===== src/rtl/vc_allocator_if.sv =====
// vc_allocator_if: request/release inputs and grant/error outputs of the VC allocator
interface vc_allocator_if #(parameter int PORT_NUM = 5, parameter int VC_NUM = 2, parameter int VC_SIZE = 1);
  logic [PORT_NUM*VC_NUM-1:0]         vc_req_i;
  logic [PORT_NUM*VC_NUM*3-1:0]       out_port_i;
  logic [PORT_NUM*VC_NUM-1:0]         vc_release_i;
  logic [PORT_NUM*VC_NUM*VC_SIZE-1:0] vc_new_o;
  logic [PORT_NUM*VC_NUM-1:0]         vc_val_o;
  logic                               err_o;
  modport master (output vc_req_i, out_port_i, vc_release_i, input vc_new_o, vc_val_o, err_o);
  modport slave  (input vc_req_i, out_port_i, vc_release_i, output vc_new_o, vc_val_o, err_o);
endinterface


===== src/rtl/vc_allocator.sv =====
// vc_allocator: per-output-port downstream VC allocator; VC_ALLOCATOR_RR_ARB_EN selects round-robin, else fixed priority
module vc_allocator #(
  parameter int PORT_NUM = 5,
  parameter int VC_NUM   = 2,
  parameter int VC_SIZE  = 1
) (
  input logic clk,
  input logic rst,
  vc_allocator_if.slave bus
);
  localparam int N = PORT_NUM * VC_NUM;
  localparam int PW = $clog2(N);
  localparam logic [2:0] PN = 3'(PORT_NUM);
  logic [PORT_NUM-1:0][VC_NUM-1:0] free_q, free_d;
  logic [N-1:0] val_q, val_d, elig;
  logic [N*VC_SIZE-1:0] new_q, new_d;
  logic err_q, err_d;
`ifdef VC_ALLOCATOR_RR_ARB_EN
  logic [PORT_NUM-1:0][PW-1:0] rr_q, rr_d;
`endif
  always_comb begin
    int win, vsel, idx;
    logic found, vfound;
    free_d = free_q;
    val_d = '0;
    new_d = new_q;
    err_d = 1'b0;
    elig = '0;
    win = 0;
    vsel = 0;
    idx = 0;
    found = 1'b0;
    vfound = 1'b0;
`ifdef VC_ALLOCATOR_RR_ARB_EN
    rr_d = rr_q;
`endif
    for (int i = 0; i < N; i++) begin
      elig[i] = bus.vc_req_i[i] && !val_q[i] && (bus.out_port_i[i*3 +: 3] < PN);
      if (bus.vc_req_i[i] && !val_q[i] && (bus.out_port_i[i*3 +: 3] >= PN)) err_d = 1'b1;
    end
    // releases only touch allocated VCs and grants only free ones, so the two never collide
    for (int p = 0; p < PORT_NUM; p++)
      for (int v = 0; v < VC_NUM; v++)
        if (bus.vc_release_i[p*VC_NUM+v]) begin
          if (free_q[p][v]) err_d = 1'b1;
          else free_d[p][v] = 1'b1;
        end
    for (int p = 0; p < PORT_NUM; p++) begin
      found = 1'b0;
      win = 0;
      for (int k = 0; k < N; k++) begin
`ifdef VC_ALLOCATOR_RR_ARB_EN
        idx = (int'(rr_q[p]) + k) % N;
`else
        idx = k;
`endif
        if (!found && elig[idx] && bus.out_port_i[idx*3 +: 3] == 3'(p)) begin
          found = 1'b1;
          win = idx;
        end
      end
      vfound = 1'b0;
      vsel = 0;
      for (int v = VC_NUM - 1; v >= 0; v--)
        if (free_q[p][v]) begin
          vfound = 1'b1;
          vsel = v;
        end
      if (found && vfound) begin
        val_d[win] = 1'b1;
        new_d[win*VC_SIZE +: VC_SIZE] = VC_SIZE'(vsel);
        free_d[p][vsel] = 1'b0;
`ifdef VC_ALLOCATOR_RR_ARB_EN
        rr_d[p] = PW'((win + 1) % N);
`endif
      end
    end
  end
  always_ff @(posedge clk or posedge rst) begin
    if (rst) begin
      free_q <= '1;
      val_q <= '0;
      new_q <= '0;
      err_q <= 1'b0;
`ifdef VC_ALLOCATOR_RR_ARB_EN
      rr_q <= '0;
`endif
    end else begin
      free_q <= free_d;
      val_q <= val_d;
      new_q <= new_d;
      err_q <= err_d;
`ifdef VC_ALLOCATOR_RR_ARB_EN
      rr_q <= rr_d;
`endif
    end
  end
  assign bus.vc_val_o = val_q;
  assign bus.vc_new_o = new_q;
  assign bus.err_o = err_q;
endmodule


===== src/flat_wrapper.sv =====
// flat-port wrapper written by rule: the top's interface ports become plain ports
module vc_allocator_flat 
#(
  parameter int PORT_NUM = 5,
  parameter int VC_NUM   = 2,
  parameter int VC_SIZE  = 1
)
  (clk, rst, bus_vc_req_i, bus_out_port_i, bus_vc_release_i, bus_vc_new_o, bus_vc_val_o, bus_err_o);
  vc_allocator_if #(.PORT_NUM(PORT_NUM), .VC_NUM(VC_NUM), .VC_SIZE(VC_SIZE)) bus_i ();
  input logic clk;
  input logic rst;
  input wire logic [$bits(bus_i.vc_req_i)-1:0] bus_vc_req_i;
  input wire logic [$bits(bus_i.out_port_i)-1:0] bus_out_port_i;
  input wire logic [$bits(bus_i.vc_release_i)-1:0] bus_vc_release_i;
  output wire logic [$bits(bus_i.vc_new_o)-1:0] bus_vc_new_o;
  output wire logic [$bits(bus_i.vc_val_o)-1:0] bus_vc_val_o;
  output wire logic [$bits(bus_i.err_o)-1:0] bus_err_o;
  assign bus_i.vc_req_i = bus_vc_req_i;
  assign bus_i.out_port_i = bus_out_port_i;
  assign bus_i.vc_release_i = bus_vc_release_i;
  assign bus_vc_new_o = bus_i.vc_new_o;
  assign bus_vc_val_o = bus_i.vc_val_o;
  assign bus_err_o = bus_i.err_o;
  vc_allocator #(.PORT_NUM(PORT_NUM), .VC_NUM(VC_NUM), .VC_SIZE(VC_SIZE)) u_core (.clk(clk), .rst(rst), .bus(bus_i));
endmodule

===== config.mk =====
export PLATFORM = sky130hd
export DESIGN_NAME = vc_allocator_flat
export DESIGN_NICKNAME = d
export VERILOG_FILES = /design/src/rtl/vc_allocator_if.sv /design/src/rtl/vc_allocator.sv /design/src/flat_wrapper.sv
export SDC_FILE = /design/constraint.sdc
export NUM_CORES = 1
export LEC_CHECK = 0
export ABC_AREA = 1
export CORE_ASPECT_RATIO = 1.2
export CORE_MARGIN = 10
export CORE_UTILIZATION = 40
export DETAILED_ROUTE_END_ITERATION = 8
export GPL_ROUTABILITY_DRIVEN = 0
export PLACE_DENSITY = 0.68
export SYNTH_ARGS = -nofsm -noshare
export SYNTH_HDL_FRONTEND = slang
export SYNTH_SLANG_ARGS = --single-unit

===== constraint.sdc =====
create_clock -name clk -period 2.5 [get_ports clk]
set_input_delay 0.25 -clock clk [delete_from_list [all_inputs] [get_ports clk]]
set_output_delay 0.25 -clock clk [all_outputs]
set_load 0.05 [all_outputs]

==> results.toml <==
[finish]
area_added_between_synthesis_and_finish_pct = 85.7
n_antenna_cell = 0
final_layout_size_suffix_gt1_share_pct = 51.0
filler_cell_count = 812
final_core_area_utilization_pct = 75.7
num-nets-final = 1287

[status]
violations_in_the_final_reports = "setup timing"
status = "finished, violations left"

[sta]
finalHoldViolations = 0
maxClockFrequency_mhz = 329
min_period_ns = 3.04
total_of_endpoints_with_negative_setup_slack_in_the_final_report = 20
timing.final.crit_share_pct = 122
rsz0062_at_grt = "yes"
max_slew_violation_count = 0
finalHoldWorstSlack_ns = 0.365
relSlewSlack_pct = 61.3
post_route_clock_skew_ns = 0.00793
finalWorstSetupSlack_ns = -0.543
tightestPinTransition_ns = 0.578

[global_route]
grt_antenna_before_repair = 0
pin_count_of_the_biggest_net_entering_global_routing = 32
grt_first_pass_wirelength_mm = 35.3
vias_in_the_first_global_route = 7048
remaining_global_route_overflow = 0
gr-usage-all-layers_pct = 25.1

[worst_setup_path]
crit-reg2reg-capture = "u_core.bus.vc_new_o[0]$_DFF_PP0_"
reg2reg_depth = 22
critPathRequiredTime_ns = 2.69
critPathKind = "flip-flop to flip-flop"
worst_setup_path_end_kind = "flip-flop"
reg2reg_setup_slack_ns = -0.54
timing.rr.start = "u_core.bus.vc_val_o[0]$_DFF_PP0_"
crit_path_max_fanout = 3
cp.arrival_ns = 3.23
timing.critical_path.from_type = "flip-flop"

[yosys]
netlist_area_sq_mm = 0.00514
synth-warning-count = 0
commonest_register_cell_after_synthesis = "sky130_fd_sc_hd__dfrtp_1"
synthesis.area_per_instance_sq_um = 6.02
post_synth_main_area_contributors = "sky130_fd_sc_hd__nand2_1 (13%), sky130_fd_sc_hd__nand3_1 (11%), sky130_fd_sc_hd__dfrtp_1 (10%)"
edff_count_synth = 0
ys_ff_latch = 31
yosys-top-cells-count = "sky130_fd_sc_hd__nand2_1 (174), sky130_fd_sc_hd__inv_1 (139), sky130_fd_sc_hd__nor2_1 (116)"
synth_sequential_area_ratio_pct = 15.3
post_synth_inst_count = 854
synth.largest_area_cell = "sky130_fd_sc_hd__nand2_1"
synthDistinctLibCells = 47
synth.most_common_cell = "sky130_fd_sc_hd__nand2_1"
mappedNetlistNets = 943
synthArstFlopShare_pct = 100
area_share_of_the_leading_cell_type_in_the_synthesized_netlist_pct = 12.7

[clocking]
clkTransAtPathRegs_ns = 0.06
total_number_of_clock_tree_sinks = 31
cts.htree.levels = 2
hold_buffers_post_cts = 0
cts.root.buffer_cell = "sky130_fd_sc_hd__clkbuf_16"
ctsLongestPathBuffers = 2
insertion_delay_ns = 0.30
cts_buffers = 5
clock_tree_from_tritoncts = "built"

[floorplan]
standard_cell_rows = 45
initial_utilization_pct = 40.7
design.die.area_sq_mm = 0.0178
floorplan.io_pins = 73
die-width_microns = 123
die-height_microns = 144
fp.coreArea_sq_mm = 0.0126

[drt]
antenna_left = 0
initialDrtViolationCount = 904
routed_wl_mm = 25.9
wire_per_inst_microns = 19.0
first_pass_iters = 7
total_drc_errors_in_the_routed_layout = 0
route.detailed.vias_per_inst = 5.62
vias = 7658

[power_and_ir_drop]
maximum_ir_drop_on_the_vdd_rail_mv = 0.386
p_leak_nw = 4.62
p_per_cell_area_mw_per_mm2 = 630

[flow_run]
maxCapViolCount = 0

[place]
post_dp_hpwl_mm = 17.7
placement.io_buffers = 72

[hold_path]
min-delay-path-class = "input port to asynchronous set/reset pin"
==> cell families after synthesis <==
group	share of synthesized area, %
AOI/OAI and AO/OA	9.25
and+or+nand+nor	54.4
xor gates and xnor gates	0.317
adders and majority gates	9.01
buffers and inverters	11.7
DFF	15.3
==> how the worst max path moves through the flow <==
stage,startpoint,slack (ns),end,depth (start not counted)
6_report,u_core.bus.vc_val_o[0]$_DFF_PP0_,-0.54,u_core.bus.vc_new_o[0]$_DFF_PP0_,22
5_1_grt,bus_vc_req_i[5],-0.63,u_core.bus.vc_new_o[0]$_DFF_PP0_,22
4_1_cts,u_core.bus.vc_val_o[0]$_DFF_PP0_,-0.26,u_core.bus.vc_new_o[0]$_DFF_PP0_,24
3_5_place_dp,bus_out_port_i[2],-0.78,u_core.bus.vc_new_o[9]$_DFF_PP0_,21
3_3_place_gp,bus_vc_req_i[3],-0.74,u_core.bus.vc_new_o[6]$_DFF_PP0_,24
2_1_floorplan,u_core.bus.vc_val_o[0]$_DFF_PP0_,-0.24,u_core.bus.vc_new_o[4]$_DFF_PP0_,25
==> state kept, by name (all words and copies together), names as in the netlist <==
signal and count:
u_core.free_q 10, u_core.bus.vc_new_o 10, u_core.bus.err_o 1, u_core.bus.vc_val_o 10
==> power by group <==
part	switching [mW]	leakage (nW)	internal, mW
clock	0.273	0.0772	0.425
combinational	2.59	4.18	1.82
sequential	0.170	0.363	0.730
total	3.03	4.62	2.97
==> cells in the final DEF, fill, tap and decap left out, types with 37 or more instances in the layout <==
cell type,count
sky130_fd_sc_hd__buf_4,246
sky130_fd_sc_hd__nand2_1,135
sky130_fd_sc_hd__inv_1,106
sky130_fd_sc_hd__nand3_1,72
sky130_fd_sc_hd__nor2_1,71
sky130_fd_sc_hd__nand2_2,49
sky130_fd_sc_hd__clkdlybuf4s50_1,48
sky130_fd_sc_hd__inv_2,42
sky130_fd_sc_hd__nor2_4,42
sky130_fd_sc_hd__nor2_2,37
==> cell type report <==
cell class	instances	area, sq um	area share (%)
timing repair buffer	339	2790	29.3
clock buffer	8	156	1.64
sequential	31	800	8.38
tap	164	205	2.15
multi-input combinational	664	4970	52.1
inverter	157	613	6.43
==> what timing repair did <==
item	CTS	global route
pin swaps	98	73
gates resized for setup	172	126
setup buffers	21	23
endpoints found under the setup margin	20	20
endpoints found under the hold margin	0	0
==> critical path, stage by stage, from the launching register on <==
cell and delay (ns):
sky130_fd_sc_hd__dfrtp_2 0.46, sky130_fd_sc_hd__inv_2 0.07, sky130_fd_sc_hd__nand2_2 0.06, sky130_fd_sc_hd__nor2_4 0.17
sky130_fd_sc_hd__nand3_4 0.11, sky130_fd_sc_hd__nand2_4 0.11, sky130_fd_sc_hd__nor3_2 0.06, sky130_fd_sc_hd__o211ai_1 0.15
sky130_fd_sc_hd__nand2_1 0.15, sky130_fd_sc_hd__inv_2 0.13, sky130_fd_sc_hd__nand2_2 0.08, sky130_fd_sc_hd__nor2_4 0.12
sky130_fd_sc_hd__ha_4 0.24, sky130_fd_sc_hd__inv_1 0.13, sky130_fd_sc_hd__nand3_1 0.10, sky130_fd_sc_hd__nor2_1 0.15
sky130_fd_sc_hd__nand3_1 0.13, sky130_fd_sc_hd__nand3_2 0.12, sky130_fd_sc_hd__nand3_1 0.08, sky130_fd_sc_hd__nand2_1 0.10
sky130_fd_sc_hd__nand2_1 0.07, sky130_fd_sc_hd__nand2_1 0.06, sky130_fd_sc_hd__nand2_1 0.05
==> through the flow <==
stage / cells / power [mW] / TNS, ns / instance area [sq um] / setup WS [ns]
3_5_place_dp: 1315 / 4.28 / -11.24 / 7920 / -0.780
4_1_cts: 1342 / 5.36 / -2.11 / 8790 / -0.257
2_1_floorplan: 854 / 2.78 / -1.72 / 5300 / -0.239
3_3_place_gp: 1315 / 4.25 / -10.42 / 7920 / -0.737
6_report: 1363 / 6.01 / -5.11 / 9540 / -0.543
5_1_grt: 1363 / 6.29 / -7.41 / 9540 / -0.633
==> per-layer routing <==
| layer | wire length, microns | GRT usage [%] | vias up |
|---|---|---|---|
| li1 | - | - | 3486 |
| met1 | 9420 | 28.8 | 3588 |
| met2 | 12300 | 43.5 | 440 |
| met3 | 1890 | 3.24 | 144 |
| met4 | 2310 | 14.4 | 0 |
| met5 | 0 | 0 | - |
Power figures use the tool's default switching activity.
